--- src/rtl/dac_pkg.sv ---
// Shared constants and conversion helpers for the DAC output path.
// Samples are rounded, scaled and clipped to 12-bit signed, then re-encoded as offset binary.
package dac_pkg;

  localparam int DAC_BITS = 12;
  localparam logic [DAC_BITS-1:0] DAC_MIDSCALE = 12'h800;
  localparam int DAC_MAX = 2047;
  localparam int DAC_MIN = -2048;
  localparam int CALC_W = 64;

  typedef struct packed {
    logic signed [DAC_BITS-1:0] q;
    logic                       clip;
  } sat_result_t;

  // Adding half an LSB before the arithmetic shift rounds half toward +inf.
  function automatic sat_result_t sat_round(input logic signed [CALC_W-1:0] value,
                                            input int shift);
    logic signed [CALC_W-1:0] sum;
    logic signed [CALC_W-1:0] q;
    sat_result_t res;
    sum = value + (64'sd1 <<< (shift - 1));
    q   = sum >>> shift;
    if (q > signed'(CALC_W'(DAC_MAX))) begin
      res.q    = DAC_BITS'(DAC_MAX);
      res.clip = 1'b1;
    end else if (q < signed'(CALC_W'(DAC_MIN))) begin
      res.q    = DAC_BITS'(DAC_MIN);
      res.clip = 1'b1;
    end else begin
      res.q    = q[DAC_BITS-1:0];
      res.clip = 1'b0;
    end
    return res;
  endfunction

  function automatic logic [DAC_BITS-1:0] to_offset_binary(input logic signed [DAC_BITS-1:0] q);
    return {~q[DAC_BITS-1], q[DAC_BITS-2:0]};
  endfunction

endpackage

--- src/rtl/sample_fifo.sv ---
// Small synchronous FIFO holding converted 12-bit samples until the DAC tick consumes them.
// Push is refused while full and pop while empty, even if the other side is active.
module sample_fifo
  import dac_pkg::*;
#(
  parameter int DEPTH  = 4,
  parameter int DATA_W = DAC_BITS
) (
  input  logic                       clk,
  input  logic                       rst,
  input  logic                       i_push,
  input  logic [DATA_W-1:0]          i_pushData,
  input  logic                       i_pop,
  output logic [DATA_W-1:0]          o_popData,
  output logic                       o_full,
  output logic                       o_empty,
  output logic [$clog2(DEPTH+1)-1:0] o_level
);

  localparam int PW = $clog2(DEPTH);
  localparam int LW = $clog2(DEPTH + 1);

  logic [DATA_W-1:0] r_mem [DEPTH];
  logic [PW-1:0]     r_wrPtr;
  logic [PW-1:0]     r_rdPtr;
  logic [LW-1:0]     r_level;
  logic              w_doPush;
  logic              w_doPop;

  assign o_full    = (r_level == LW'(DEPTH));
  assign o_empty   = (r_level == '0);
  assign o_level   = r_level;
  assign o_popData = r_mem[r_rdPtr];
  assign w_doPush  = i_push && !o_full;
  assign w_doPop   = i_pop && !o_empty;

  always_ff @(posedge clk) begin
    if (w_doPush) r_mem[r_wrPtr] <= i_pushData;
  end

  // DEPTH is a power of two, so pointers wrap by natural overflow.
  always_ff @(posedge clk or posedge rst) begin
    if (rst) begin
      r_wrPtr <= '0;
      r_rdPtr <= '0;
      r_level <= '0;
    end else begin
      if (w_doPush) r_wrPtr <= r_wrPtr + PW'(1);
      if (w_doPop)  r_rdPtr <= r_rdPtr + PW'(1);
      unique case ({w_doPush, w_doPop})
        2'b10:   r_level <= r_level + LW'(1);
        2'b01:   r_level <= r_level - LW'(1);
        default: r_level <= r_level;
      endcase
    end
  end

endmodule

--- src/rtl/dac_output_stage.sv ---
// Output end of the sample path: converts wide signed results to 12-bit codes,
// buffers them, and releases one to the offset-binary DAC every DIV clocks.
module dac_output_stage
  import dac_pkg::*;
#(
  parameter int WIDTH = 36,
  parameter int SHIFT = 15,
  parameter int DEPTH = 4,
  parameter int DIV   = 8
) (
  input  logic                       clk,
  input  logic                       rst,
  input  logic signed [WIDTH-1:0]    in_data,
  input  logic                       in_valid,
  output logic                       in_ready,
  input  logic                       underrun_clr,
  output logic [DAC_BITS-1:0]        dac_data,
  output logic                       dac_wr,
  output logic                       sat_flag,
  output logic                       underrun,
  output logic [$clog2(DEPTH+1)-1:0] level
);

  localparam int CW = (DIV > 1) ? $clog2(DIV) : 1;

  logic signed [CALC_W-1:0] w_ext;
  sat_result_t              w_conv;
  logic                     w_push;
  logic                     w_pop;
  logic                     w_tick;
  logic                     w_full;
  logic                     w_empty;
  logic [DAC_BITS-1:0]      w_head;
  logic [CW-1:0]            r_cnt;
  logic [DAC_BITS-1:0]      r_dacData;
  logic                     r_dacWr;
  logic                     r_sat;
  logic                     r_underrun;

  assign w_ext    = CALC_W'(in_data);
  assign w_conv   = sat_round(w_ext, SHIFT);
  assign in_ready = !w_full;
  assign w_push   = in_valid && in_ready;
  assign w_tick   = (r_cnt == CW'(DIV - 1));
  assign w_pop    = w_tick && !w_empty;

  sample_fifo #(
    .DEPTH  (DEPTH),
    .DATA_W (DAC_BITS)
  ) u_fifo (
    .clk        (clk),
    .rst        (rst),
    .i_push     (w_push),
    .i_pushData (w_conv.q),
    .i_pop      (w_pop),
    .o_popData  (w_head),
    .o_full     (w_full),
    .o_empty    (w_empty),
    .o_level    (level)
  );

  always_ff @(posedge clk or posedge rst) begin
    if (rst) r_cnt <= '0;
    else if (w_tick) r_cnt <= '0;
    else r_cnt <= r_cnt + CW'(1);
  end

  // A tick with an empty FIFO outranks a simultaneous underrun clear.
  always_ff @(posedge clk or posedge rst) begin
    if (rst) begin
      r_dacData  <= DAC_MIDSCALE;
      r_dacWr    <= 1'b0;
      r_sat      <= 1'b0;
      r_underrun <= 1'b0;
    end else begin
      r_dacWr <= w_pop;
      r_sat   <= w_push && w_conv.clip;
      if (w_pop) r_dacData <= to_offset_binary(signed'(w_head));
      if (w_tick && w_empty) r_underrun <= 1'b1;
      else if (underrun_clr) r_underrun <= 1'b0;
    end
  end

  assign dac_data = r_dacData;
  assign dac_wr   = r_dacWr;
  assign sat_flag = r_sat;
  assign underrun = r_underrun;

endmodule

--- config.mk ---
export PLATFORM = sky130hd
export DESIGN_NAME = dac_output_stage
export DESIGN_NICKNAME = d
export VERILOG_FILES = /design/src/rtl/dac_pkg.sv /design/src/rtl/sample_fifo.sv /design/src/rtl/dac_output_stage.sv
export SDC_FILE = /design/constraint.sdc
export NUM_CORES = 1
export LEC_CHECK = 0
export CELL_PAD_IN_SITES_DETAIL_PLACEMENT = 0
export CELL_PAD_IN_SITES_GLOBAL_PLACEMENT = 1
export CORE_MARGIN = 4
export CORE_UTILIZATION = 39
export DETAILED_ROUTE_END_ITERATION = 6
export PLACE_DENSITY_LB_ADDON = 0.1
export SYNTH_ARGS = -nofsm -noshare
export SYNTH_HDL_FRONTEND = slang
export SYNTH_SLANG_ARGS = --single-unit
--- constraint.sdc ---
create_clock -name clk -period 2.5 [get_ports clk]
set_clock_uncertainty 0.05 [all_clocks]
set_input_delay 0.5 -clock clk [delete_from_list [all_inputs] [get_ports clk]]
set_output_delay 0.5 -clock clk [all_outputs]
set_load 0.1 [all_outputs]
==> flow_summary.ini <==
[synth]
synth.mux.area_fraction = 0.115
synth_fa_ha_area_frac = 0.0341
synthDistinctLibCells = 46
yosys_register_bits = 73
syn_area_per_cell_um2 = 14.4
post_synth_xor_area_fraction = 0.0448
synth_seq_area_share = 0.587
ys_warn_count = 0
synth_simple_gate_area_frac = 0.112
synth_compound_gate_area_share = 0.0800
yosysTopAreaCell = sky130_fd_sc_hd__edfxtp_1
synth-main-ff-cell = sky130_fd_sc_hd__edfxtp_1
async_reset_ff_frac = 0.342
postSynthNetCount = 294
synthDominantCellAreaShare = 0.409
post_syn_instances = 245
synthesis.area_um2 = 3520
synth_edf_count = 48
netlist_top_cells_area = sky130_fd_sc_hd__edfxtp_1, sky130_fd_sc_hd__dfrtp_1, sky130_fd_sc_hd__mux4_2
main_combinational_cell_family_by_area_after_synthesis = multiplexers

[setup_path]
worstSetupEndpointType = register
reg2reg_to = u_fifo.o_level[2]$_DFFE_PP0P_
timing_worst_setup_path_type = in2reg
crit-reg2reg-launch = r_cnt[0]$_DFF_PP0_
startpoint_type = primary input
worst-r2r-cell-count = 10
crit_end = u_fifo.r_mem[3][6]$_DFFE_PP_
crit_arrival_ns = 2.67
timing.reg2reg.setup_slack_ns = 0.38
cp-startpoint = in_data[23]
worstPathMaxFanout = 5
crit_required_ns = 2.60

[detailed_routing]
final_routed_wirelength_um = 7410
drc = 0
dr.first_iter.drc_count = 112
vias = 2372
ant_nets = 0
viasPerCell = 5.01
detailed_routing_iteration_count_for_the_pre_antenna_repair_pass = 4
wl_per_cell_um = 15.7

[sta]
fin_ws_ns = -0.0687
final-setup-viol-count = 12
layout_worst_path_cycle_share = 1.03
slew_headroom = 0.610
max_slew.worst_pin.slew_ns = 0.585
finalHoldViolations = 0
fin_setup_tns_ns = -0.681
fin_hold_ws_ns = 0.379
timing.fmax_ghz = 0.389
finalWorstPathRequiredPeriod_ns = 2.57
final-max-slew-violation-count = 0
setup_repair_after_global_routing_missed_its_margin = true

[floorplanning]
io-pin-count = 59
placement_rows = 34
start_util = 0.402
fp.coreArea_um2 = 8760
dieArea_um2 = 10600
die_width_um = 103
die-height_um = 103

[final_layout]
layout-drive-gt1-share = 0.482
layout-area-overhead-vs-synth_pct = 41.0
mostFrequentLayoutCell = sky130_fd_sc_hd__buf_4
final_nets = 409
layout_common_cells = sky130_fd_sc_hd__buf_4, sky130_fd_sc_hd__edfxtp_1, sky130_fd_sc_hd__dfrtp_1, sky130_fd_sc_hd__inv_1, sky130_fd_sc_hd__xnor2_1
insertedDiodeCount = 0
nFillCells = 745

[status]
outcome = finished, violations left
violations = negative setup slack

[min_path]
hold_path.class = reg2reg

[cts]
clockBufferDepth = 2
worst_skew_pair.late_latency_ns = 0.34
cts_max_level = 3
cts_buffers = 9
clk_pin_slew_worst_paths_ns = 0.08
clockRootBuffer = sky130_fd_sc_hd__clkbuf_8
post_cts_hold_buffer_count = 0
cts_sinks = 73
cts_tree = yes

[power]
leakage_nw = 1.95
powerDensity_nw_per_um2 = 986
peakVddDrop_v = 0.000465

[global_route]
grt_pass1_wl_um = 12300
grtUsageTotal = 0.154
grt_pass1_vias = 2409
grt_antenna_before_repair = 0
grt_start_max_net_pins = 26
global_route.overflow_total = 0

[place]
routabilityCongestion = 0.814
detailedPlace.worstSlack_ns = -0.879
port-buffer-count = 44
detailed_place_hpwl_um = 5480

[job]
drv.max_cap_violation_count = 0
[cell families (layout without fill, tap and decap cells)]
| family | after synthesis | in the layout |
|---|---|---|
| flops | 73 | 73 |
| simple gates | 68 | 68 |
| compound gates | 30 | 30 |
| mux | 24 | 24 |
| buf+inv | 23 | 143 |
| xor+xnor | 18 | 18 |
| fa+ha+maj | 9 | 9 |
[per-layer routing]
layer  GRT usage  routed length, um  vias up  share of wire
met2       0.261               3820       57           0.52
met5           0                  0        -              0
li1            -                  -     1165              -
met1       0.195               3190     1142           0.43
met4      0.0528                130        0          0.018
met3      0.0359                273        8          0.037
[power breakdown]
part / internal (mW) / total (mW) / switching [mW]
combinational: 0.695 / 2.22 / 1.52
clock: 0.457 / 0.866 / 0.409
sequential: 1.64 / 1.81 / 0.173
total: 2.79 / 4.89 / 2.10
[worst min-delay path by stage]
| stage | from | end | slack, ns | cells past startpoint |
|---|---|---|---|---|
| 2_1_floorplan | r_cnt[0]$_DFF_PP0_ | r_cnt[0]$_DFF_PP0_ | 0.35 | 1 |
| 3_3_place_gp | r_cnt[0]$_DFF_PP0_ | r_cnt[0]$_DFF_PP0_ | 0.37 | 1 |
| 3_5_place_dp | r_cnt[0]$_DFF_PP0_ | r_cnt[0]$_DFF_PP0_ | 0.37 | 1 |
| 4_1_cts | r_cnt[0]$_DFF_PP0_ | r_cnt[0]$_DFF_PP0_ | 0.39 | 1 |
| 5_1_grt | r_cnt[0]$_DFF_PP0_ | r_cnt[0]$_DFF_PP0_ | 0.41 | 1 |
| 6_report | r_cnt[0]$_DFF_PP0_ | r_cnt[0]$_DFF_PP0_ | 0.38 | 1 |
[cell usage after synthesis, types with 2 or more instances]
master                     count
sky130_fd_sc_hd__o31ai_1       3
sky130_fd_sc_hd__or3_1         3
sky130_fd_sc_hd__dfrtp_1      24
sky130_fd_sc_hd__a211oi_2      2
sky130_fd_sc_hd__nor4_1        5
sky130_fd_sc_hd__xnor2_1      13
sky130_fd_sc_hd__and3_1        7
sky130_fd_sc_hd__mux2_2       11
sky130_fd_sc_hd__o22ai_2       8
sky130_fd_sc_hd__nand2_1      13
sky130_fd_sc_hd__nand3_1       4
sky130_fd_sc_hd__inv_1        14
sky130_fd_sc_hd__nor2_1        5
sky130_fd_sc_hd__nand4_1       9
sky130_fd_sc_hd__mux4_2       12
sky130_fd_sc_hd__xor2_1        5
sky130_fd_sc_hd__clkbuf_1      3
sky130_fd_sc_hd__buf_1         3
sky130_fd_sc_hd__buf_2         2
sky130_fd_sc_hd__and2_1        6
sky130_fd_sc_hd__o21ai_0       7
sky130_fd_sc_hd__nand3b_1      2
sky130_fd_sc_hd__edfxtp_1     48
sky130_fd_sc_hd__ha_1          8
sky130_fd_sc_hd__a211oi_1      2
sky130_fd_sc_hd__nor3_1        4
sky130_fd_sc_hd__or4_1         3
[layout make-up]
| type | count | area (um^2) | area share |
|---|---|---|---|
| flip-flops and latches | 73 | 2070 | 0.417 |
| inverters | 14 | 52.6 | 0.0106 |
| repair buffers | 113 | 947 | 0.191 |
| multi-input cells | 149 | 1570 | 0.317 |
| clock buffers | 10 | 128 | 0.0257 |
| well taps | 108 | 135 | 0.0272 |
| clock inverters | 6 | 57.6 | 0.0116 |
[state kept, by name, indices dropped and copies added (netlist names)]
| signal | count |
|---|---|
| underrun | 1 |
| dac_wr | 1 |
| sat_flag | 1 |
| u_fifo.r_wrPtr | 2 |
| u_fifo.r_rdPtr | 2 |
| u_fifo.r_mem | 48 |
| r_cnt | 3 |
| dac_data | 12 |
| u_fifo.o_level | 3 |
[worst max-delay path: stages]
cell                        delay [ns]
sky130_fd_sc_hd__buf_8            0.08
sky130_fd_sc_hd__nand2_4          0.04
sky130_fd_sc_hd__or4_4            0.53
sky130_fd_sc_hd__or4_4            0.55
sky130_fd_sc_hd__a2111oi_4        0.35
sky130_fd_sc_hd__a31oi_2          0.18
sky130_fd_sc_hd__buf_6            0.18
sky130_fd_sc_hd__a211oi_4         0.25
[metrics by stage]
stage	power, mW	instances	cell area (um^2)	utilization
6_report	4.89	473	4970	0.567
3_3_place_gp	4.04	450	4560	0.520
5_1_grt	5.14	473	4970	0.567
3_5_place_dp	4.06	450	4560	0.520
2_1_floorplan	3.48	245	3630	-
4_1_cts	4.94	472	4840	0.552
[what timing repair did]
item / in CTS / in global routing
cloned: 2 / 0
pin swaps: 16 / 22
gates resized for setup: 67 / 36
setup endpoints to repair: 49 / 44
setup buffers: 4 / 2
No activity file was read; power rests on OpenSTA's default activity.
